`src/rtl/lsu_pkg.sv`:
```
// -----------------------------------------------------------------------------
// lsu_pkg -- shared types and helpers for the ppc_lsu load/store unit.
//
// Contents:
//   size_t     request size encoding (byte / half / word / reserved)
//   state_t    LSU control state encoding
//   byteen_of  big-endian byte-enable pattern for a store of a given size at
//              a given (already normalised) byte offset. Bit 3 of the result
//              selects byte offset 0, i.e. data bits 31:24.
// -----------------------------------------------------------------------------
package lsu_pkg;

  typedef enum logic [1:0] {
    SZ_BYTE = 2'd0,
    SZ_HALF = 2'd1,
    SZ_WORD = 2'd2,
    SZ_RSVD = 2'd3
  } size_t;

  typedef enum logic [1:0] {
    IDLE  = 2'd0,
    ISSUE = 2'd1,
    WAIT  = 2'd2,
    RESP  = 2'd3
  } state_t;

  function automatic logic [3:0] byteen_of(input size_t size, input logic [1:0] off);
    logic [3:0] be;
    unique case (size)
      SZ_BYTE: be = 4'b1000 >> off;
      SZ_HALF: be = off[1] ? 4'b0011 : 4'b1100;
      SZ_WORD: be = 4'b1111;
      default: be = 4'b0000;
    endcase
    return be;
  endfunction

endpackage : lsu_pkg

```
`src/rtl/lsu_align.sv`:
```
// -----------------------------------------------------------------------------
// lsu_align -- combinational lane logic for ppc_lsu (big-endian byte order).
//
// Store side: replicates right-justified store data across all lanes and
// produces the byte enables for the addressed lanes.
// Load side : selects the addressed byte/half from the sram read word and
// zero- or sign-extends it to 32 bits.
//
// Offsets supplied here are already normalised by the caller (half uses
// off[1] only, word uses 0), so no alignment checking happens in this block.
//
// Ports:
//   st_size, st_off, st_wdata   store request size, byte offset, data
//   st_byteen, st_data          sram byte enables and lane-replicated data
//   ld_size, ld_off, ld_sext    load size, byte offset, sign-extend flag
//   ld_q                        raw sram read word
//   ld_data                     right-justified, extended load result
// -----------------------------------------------------------------------------
module lsu_align
  import lsu_pkg::*;
(
  input  size_t       st_size,
  input  logic [1:0]  st_off,
  input  logic [31:0] st_wdata,
  output logic [3:0]  st_byteen,
  output logic [31:0] st_data,
  input  size_t       ld_size,
  input  logic [1:0]  ld_off,
  input  logic        ld_sext,
  input  logic [31:0] ld_q,
  output logic [31:0] ld_data
);

  logic [7:0]  ld_byte;
  logic [15:0] ld_half;

  assign st_byteen = byteen_of(st_size, st_off);

  always_comb begin
    unique case (st_size)
      SZ_BYTE: st_data = {4{st_wdata[7:0]}};
      SZ_HALF: st_data = {2{st_wdata[15:0]}};
      SZ_WORD: st_data = st_wdata;
      default: st_data = 32'h0;
    endcase
  end

  // Byte offset 0 is the most significant lane.
  always_comb begin
    unique case (ld_off)
      2'd0:    ld_byte = ld_q[31:24];
      2'd1:    ld_byte = ld_q[23:16];
      2'd2:    ld_byte = ld_q[15:8];
      default: ld_byte = ld_q[7:0];
    endcase
  end

  assign ld_half = ld_off[1] ? ld_q[15:0] : ld_q[31:16];

  always_comb begin
    unique case (ld_size)
      SZ_BYTE: ld_data = {{24{ld_sext & ld_byte[7]}}, ld_byte};
      SZ_HALF: ld_data = {{16{ld_sext & ld_half[15]}}, ld_half};
      SZ_WORD: ld_data = ld_q;
      default: ld_data = 32'h0;
    endcase
  end

endmodule : lsu_align

```
`src/rtl/ppc_lsu.sv`:
```
// -----------------------------------------------------------------------------
// ppc_lsu -- single-outstanding load/store unit in front of an AW-bit word
// addressed, 32-bit sram with one cycle of read latency.
//
// Flow: IDLE accepts a request; errors go straight to RESP; good requests
// strobe the sram for one cycle in ISSUE; loads then spend one cycle in WAIT
// to capture sram_q; RESP holds the response until resp_ready.
// Every output is a register.
//
// Ports:
//   clk, rst_n                       clock, async active-low reset
//   req_valid/req_ready              request handshake
//   req_we, req_size, req_sext       store flag, size, load sign-extend
//   req_addr, req_wdata              byte address, right-justified store data
//   resp_valid/resp_ready            response handshake
//   resp_rdata, resp_err             load result (0 for stores/errors), error
//   sram_addr, sram_byteen           word address, byte enables (bit3 = MSB)
//   sram_data, sram_rden, sram_wren  lane-replicated data, strobes
//   sram_q                           read data, valid the cycle after rden
//
// Build option:
//   LSU_ALIGN_CHECK_EN  when defined, misaligned half/word requests are
//                       errors; otherwise the low address bits are ignored.
// -----------------------------------------------------------------------------
module ppc_lsu
  import lsu_pkg::*;
#(
  parameter int AW = 13,
  parameter int DW = 32
) (
  input  logic          clk,
  input  logic          rst_n,
  input  logic          req_valid,
  output logic          req_ready,
  input  logic          req_we,
  input  logic [1:0]    req_size,
  input  logic          req_sext,
  input  logic [31:0]   req_addr,
  input  logic [31:0]   req_wdata,
  output logic          resp_valid,
  input  logic          resp_ready,
  output logic [31:0]   resp_rdata,
  output logic          resp_err,
  output logic [AW-1:0] sram_addr,
  output logic [3:0]    sram_byteen,
  output logic [31:0]   sram_data,
  output logic          sram_rden,
  output logic          sram_wren,
  input  logic [31:0]   sram_q
);

  // ---------------------------------------------------------------------------
  // Request decode
  // ---------------------------------------------------------------------------
  size_t      size_in;
  logic [1:0] off;
  logic [1:0] eff_off;
  logic       range_err;
  logic       align_err;
  logic       req_err;

  assign size_in = size_t'(req_size);
  assign off     = req_addr[1:0];

  // Half lanes are chosen by off[1] alone and words always start at lane 0,
  // whichever build is selected.
  always_comb begin
    unique case (size_in)
      SZ_BYTE: eff_off = off;
      SZ_HALF: eff_off = {off[1], 1'b0};
      default: eff_off = 2'd0;
    endcase
  end

  assign range_err = (req_addr >> (AW + 2)) != 32'h0;

`ifdef LSU_ALIGN_CHECK_EN
  assign align_err = ((size_in == SZ_HALF) && off[0]) ||
                     ((size_in == SZ_WORD) && (off != 2'd0));
`else
  assign align_err = 1'b0;
`endif

  assign req_err = range_err || align_err || (size_in == SZ_RSVD);

  // ---------------------------------------------------------------------------
  // State and registered outputs
  // ---------------------------------------------------------------------------
  state_t        state, state_n;
  logic          we_q, we_n;
  size_t         ld_size_q, ld_size_n;
  logic [1:0]    ld_off_q, ld_off_n;
  logic          ld_sext_q, ld_sext_n;

  logic          req_ready_n;
  logic          resp_valid_n;
  logic [31:0]   resp_rdata_n;
  logic          resp_err_n;
  logic [AW-1:0] sram_addr_n;
  logic [3:0]    sram_byteen_n;
  logic [31:0]   sram_data_n;
  logic          sram_rden_n;
  logic          sram_wren_n;

  logic [3:0]    st_byteen;
  logic [31:0]   st_data;
  logic [31:0]   ld_data;

  lsu_align u_align (
    .st_size   (size_in),
    .st_off    (eff_off),
    .st_wdata  (req_wdata),
    .st_byteen (st_byteen),
    .st_data   (st_data),
    .ld_size   (ld_size_q),
    .ld_off    (ld_off_q),
    .ld_sext   (ld_sext_q),
    .ld_q      (sram_q),
    .ld_data   (ld_data)
  );

  always_comb begin
    // NOTE: every signal gets a default before the case so that no path
    // leaves one unassigned, which would infer a latch.
    state_n       = state;
    we_n          = we_q;
    ld_size_n     = ld_size_q;
    ld_off_n      = ld_off_q;
    ld_sext_n     = ld_sext_q;
    req_ready_n   = req_ready;
    resp_valid_n  = resp_valid;
    resp_rdata_n  = resp_rdata;
    resp_err_n    = resp_err;
    sram_addr_n   = sram_addr;
    sram_byteen_n = sram_byteen;
    sram_data_n   = sram_data;
    sram_rden_n   = 1'b0;          // strobes are single-cycle pulses
    sram_wren_n   = 1'b0;

    unique case (state)
      IDLE: begin
        if (req_valid) begin
          req_ready_n = 1'b0;
          if (req_err) begin
            resp_valid_n = 1'b1;
            resp_err_n   = 1'b1;
            resp_rdata_n = 32'h0;
            state_n      = RESP;
          end else begin
            we_n        = req_we;
            sram_addr_n = req_addr[AW+1:2];
            state_n     = ISSUE;
            if (req_we) begin
              sram_wren_n   = 1'b1;
              sram_byteen_n = st_byteen;
              sram_data_n   = st_data;
            end else begin
              // Loads read the whole word; lane selection happens on return.
              sram_rden_n   = 1'b1;
              sram_byteen_n = 4'b1111;
              ld_size_n     = size_in;
              ld_off_n      = eff_off;
              ld_sext_n     = req_sext;
            end
          end
        end
      end

      ISSUE: begin
        if (we_q) begin
          resp_valid_n = 1'b1;
          resp_err_n   = 1'b0;
          resp_rdata_n = 32'h0;
          state_n      = RESP;
        end else begin
          state_n = WAIT;
        end
      end

      WAIT: begin
        resp_valid_n = 1'b1;
        resp_err_n   = 1'b0;
        resp_rdata_n = ld_data;
        state_n      = RESP;
      end

      RESP: begin
        if (resp_ready) begin
          resp_valid_n = 1'b0;
          req_ready_n  = 1'b1;
          state_n      = IDLE;
        end
      end

      default: state_n = IDLE;
    endcase
  end

  // NOTE: sequential state uses non-blocking assignments so every register
  // samples the pre-edge values, independent of statement order.
  always_ff @(posedge clk or negedge rst_n) begin
    if (!rst_n) begin
      state       <= IDLE;
      we_q        <= 1'b0;
      ld_size_q   <= SZ_BYTE;
      ld_off_q    <= 2'd0;
      ld_sext_q   <= 1'b0;
      req_ready   <= 1'b1;
      resp_valid  <= 1'b0;
      resp_rdata  <= 32'h0;
      resp_err    <= 1'b0;
      sram_addr   <= '0;
      sram_byteen <= 4'b0000;
      sram_data   <= 32'h0;
      sram_rden   <= 1'b0;
      sram_wren   <= 1'b0;
    end else begin
      state       <= state_n;
      we_q        <= we_n;
      ld_size_q   <= ld_size_n;
      ld_off_q    <= ld_off_n;
      ld_sext_q   <= ld_sext_n;
      req_ready   <= req_ready_n;
      resp_valid  <= resp_valid_n;
      resp_rdata  <= resp_rdata_n;
      resp_err    <= resp_err_n;
      sram_addr   <= sram_addr_n;
      sram_byteen <= sram_byteen_n;
      sram_data   <= sram_data_n;
      sram_rden   <= sram_rden_n;
      sram_wren   <= sram_wren_n;
    end
  end

endmodule : ppc_lsu

```
`config.mk`:
```
export PLATFORM = sky130hd
export DESIGN_NAME = ppc_lsu
export DESIGN_NICKNAME = d
export VERILOG_FILES = /design/src/rtl/lsu_pkg.sv /design/src/rtl/lsu_align.sv /design/src/rtl/ppc_lsu.sv
export SDC_FILE = /design/constraint.sdc
export NUM_CORES = 1
export LEC_CHECK = 0
export CORE_UTILIZATION = 44
export DETAILED_ROUTE_END_ITERATION = 8
export HOLD_SLACK_MARGIN = 0.06
export PLACE_DENSITY_LB_ADDON = 0.3
export SYNTH_ARGS = -nofsm -noshare
export SYNTH_HDL_FRONTEND = slang
export SYNTH_SLANG_ARGS = --single-unit
```
`constraint.sdc`:
```
create_clock -name clk -period 2.8 [get_ports clk]
set_clock_uncertainty 0.05 [all_clocks]
set_input_delay 0.28 -clock clk [delete_from_list [all_inputs] [get_ports clk]]
set_output_delay 0.28 -clock clk [all_outputs]
set_load 0.01 [all_outputs]
```
==> results.cfg <==
[floorplan]
floorplan.rows = 38
die_height_um = 107
dieWidth_um = 107
io_pins = 190
start_util = 0.451
dieArea_mm2 = 0.0115
coreArea_mm2 = 0.0108

[worst_hold_path]
timing.hold.worst.class = in -> reg

[logic_synthesis]
synth-simple-area-share = 0.166
post_synth_inst_count = 543
synth_top_cells_by_area = dfrtp_1 48%, nand2_1 9.2%, o21ai_0 6.9%, mux2i_1 6.6%, a21oi_1 6.5%
yosysTopAreaCell = dfrtp_1
syn-mean-instance-area_um2 = 8.96
synth.yosys.seq_area_share = 0.484
ys_async_sr_fraction = 1.00
post_synth_num_cell_types = 44
post_synth_fa_ha_maj_area_fraction = 0.0154
edff_count_synth = 0
netlist_area_mm2 = 0.00486
number_of_synthesized_register_bits = 94
synth.yosys.warnings = 0
synthesized_area_fraction_occupied_by_ao_oa_aoi_and_oai_cells = 0.198
synth_nets = 653
synthXorXnorAreaFrac = 0.00180
synth_top_flop_cell = dfrtp_1
yosysTopAreaCellShare = 0.479
mux_share_of_post_synthesis_cell_area = 0.0798
dominant_combinational_cell_family_by_area_after_synthesis = compound AO/OA/AOI/OAI gates

[final_layout]
drive_gt1_frac = 0.0542
nNetsFinal = 824
areaGrowthSynthToFinish_pct = 43.7
final_area_mm2 = 0.00699
antenna_cells = 0

[critical_path]
worstPathRequired_ps = 2990
critPathArrivalTime_ps = 2500
reg2reg_setup_slack_ps = 490
criticalPathCategory = reg -> reg
worst_setup_path_start_kind = flop
crit_chain = or2_0 -> o2bb2ai_1 -> o211a_2 -> a21oi_1 -> o21ai_0
cp_slowest_cell = dfrtp_1
worst_path_largest_cell_delay_ps = 650
timing.critical_path.to_type = flop
path_max_fanout = 16

[clocking]
clk_path_buf_depth = 2
post_cts_buffers = 0
tritoncts_clock_tree = yes
worst_setup_hold_path_clk_slew_ps = 90
clock_tree.htree_level_count = 3
cts_num_sinks = 94
clock_tree.root_cell = clkbuf_8
worstSkewPairLatency_ps = 360
cts_inserted_buffers = 9

[sta]
timing.fmax_mhz = 434
drv_slew = 0
timing.setup.tns_ps = 0
finalWorstPathRequiredPeriod_ps = 2310
setup_viol_count_final = 0
worst_pin_slew_ps = 653
slew-limit-headroom = 0.565
post-route-period-util = 0.824
rsz0062_at_grt = false
finalHoldViolations = 0
holdWs_ps = 397

[run_status]
status = complete, no violations

[routing]
wire_per_inst_um = 16.3
drt_pass1_iterations = 4
drt_first_iter_violations = 272
vias = 4617
ant_nets = 0
route.detailed.drc = 0
viasPerCell = 5.37
detail_route.wirelength_mm = 14.0

[global_route]
first_global_vias = 4497
grt_antenna_before_repair = 0
wire_length_of_the_first_global_routing_pass_mm = 22.3
largest_net_degree_at_the_start_of_global_routing = 67
grt-ovfl-total = 0
globalRouteTotalUtil = 0.249

[power_and_ir_drop]
p_leak_nw = 3.15
pwr_density_cell_mw_per_mm2 = 487
irDropWorstVdd_uv = 433
finalPower_mw = 3.40

[placement]
buffer_ports.inserted = 189
dp_hpwl_mm = 10.4
gp_routability_congestion = 0.828
post_dp_cell_area_mm2 = 0.00680

[job]
max_cap_viol_count = 0
## what timing repair did
action,in CTS,in global routing
endpoints found under the setup margin,0,0
hold buffers,1,0
endpoints found under the hold margin,47,0
gates resized for setup,0,0
## power breakdown
part           switching (mW)  internal (mW)  total, mW  leakage, nW
Combinational           0.588          0.482       1.07         1.77
Sequential             0.0577           1.45       1.51         1.29
Clock                   0.475          0.348      0.822       0.0893
## routing by layer
layer / global-route usage / vias to the layer above / share of wire
li1: - / 2202 / -
met1: 0.328 / 2214 / 0.43
met2: 0.409 / 181 / 0.49
met3: 0.0432 / 20 / 0.063
met4: 0.0939 / 0 / 0.019
met5: 0 / - / 0
## cell families (layout without fill, tap and decap cells)
kind of cell,count (synthesis),after routing
simple gates,184,184
compound gates,171,171
flops,94,94
buf+inv,49,225
mux,38,38
fa+ha+maj,6,6
xor+xnor,1,1
## registers in the layout (all words and copies together) (netlist names)
signal / count
ld_off_q: 2
ld_sext_q: 1
ld_size_q: 2
req_ready: 1
resp_err: 1
resp_rdata: 32
resp_valid: 1
sram_addr: 13
sram_byteen: 4
sram_data: 32
sram_rden: 1
sram_wren: 1
state: 2
we_q: 1
## cell usage in the layout (no fill, tap or decap), types with 2 or more instances in the layout
cell type | synthesis | routed
o32ai_1 | 6 | 6
a21o_1 | 10 | 10
nor2_1 | 24 | 24
dfrtp_1 | 93 | 93
and3_1 | 2 | 2
nor4_1 | 2 | 2
buf_12 | 0 | 2
mux2i_1 | 32 | 32
a22oi_1 | 7 | 7
a21oi_1 | 63 | 63
ha_1 | 6 | 6
and4_1 | 2 | 2
o21ai_1 | 5 | 5
buf_4 | 6 | 11
nand4_1 | 2 | 2
clkbuf_8 | 0 | 10
mux2_2 | 6 | 6
nand2b_1 | 4 | 4
inv_1 | 7 | 7
clkdlybuf4s50_1 | 0 | 188
clkinv_2 | 0 | 2
nand2_1 | 119 | 119
and2_1 | 2 | 2
nor2b_1 | 17 | 17
clkinv_4 | 0 | 2
o21ai_0 | 67 | 67
nand3_1 | 2 | 2
a31oi_1 | 5 | 5
## critical path, delay by kind of cell, from the launching register on
family / cells / cell delay [ps]
AOI/OAI and AO/OA: 4 / 990
DFF: 1 / 650
and+or+nand+nor: 1 / 500
## cell usage after synthesis (all sizes together) (2+ instances only)
| master | instances |
|---|---|
| nand2 | 120 |
| dfrtp | 93 |
| o21ai | 72 |
| a21oi | 63 |
| mux2i | 32 |
| buf | 26 |
| nor2 | 24 |
| nor2b | 17 |
| clkbuf | 16 |
| a21o | 10 |
| a22oi | 7 |
| inv | 7 |
| ha | 6 |
| mux2 | 6 |
| o32ai | 6 |
| a31oi | 5 |
| nand2b | 4 |
| nor4 | 3 |
| a211oi | 2 |
| and2 | 2 |
| and3 | 2 |
| and4 | 2 |
| nand3 | 2 |
| nand4 | 2 |
## worst paths after layout
check	start	to	cells past startpoint
min in group asynchronous	rst_n	sram_addr[3]	2
min	req_addr[2]	sram_addr[0]	3
max reg2reg	ld_size_q[0]	resp_rdata[18]	5
max	ld_size_q[0]	resp_rdata[18]	5
min reg2reg	sram_addr[11]	sram_addr[11]	2
max in group asynchronous	rst_n	req_ready	3
## final cells by class
cell class              instances  area, um2
fillers                       914       3810
inverters                       7       26.3
flip-flops and latches         94       2350
clock buffers                  11        141
repair buffers                202       2010
well taps                     140        175
clock inverters                 5       35.0
multi-input cells             400       2240
## metrics by stage
stage          utilization  setup slack (ps)  instances
5_1_grt              0.647               307        859
6_report             0.647               494        859
3_5_place_dp         0.630               466        842
3_3_place_gp         0.630               538        842
4_1_cts              0.647               531        859
2_1_floorplan            -               839        543
(Power assumes the default switching activity.)
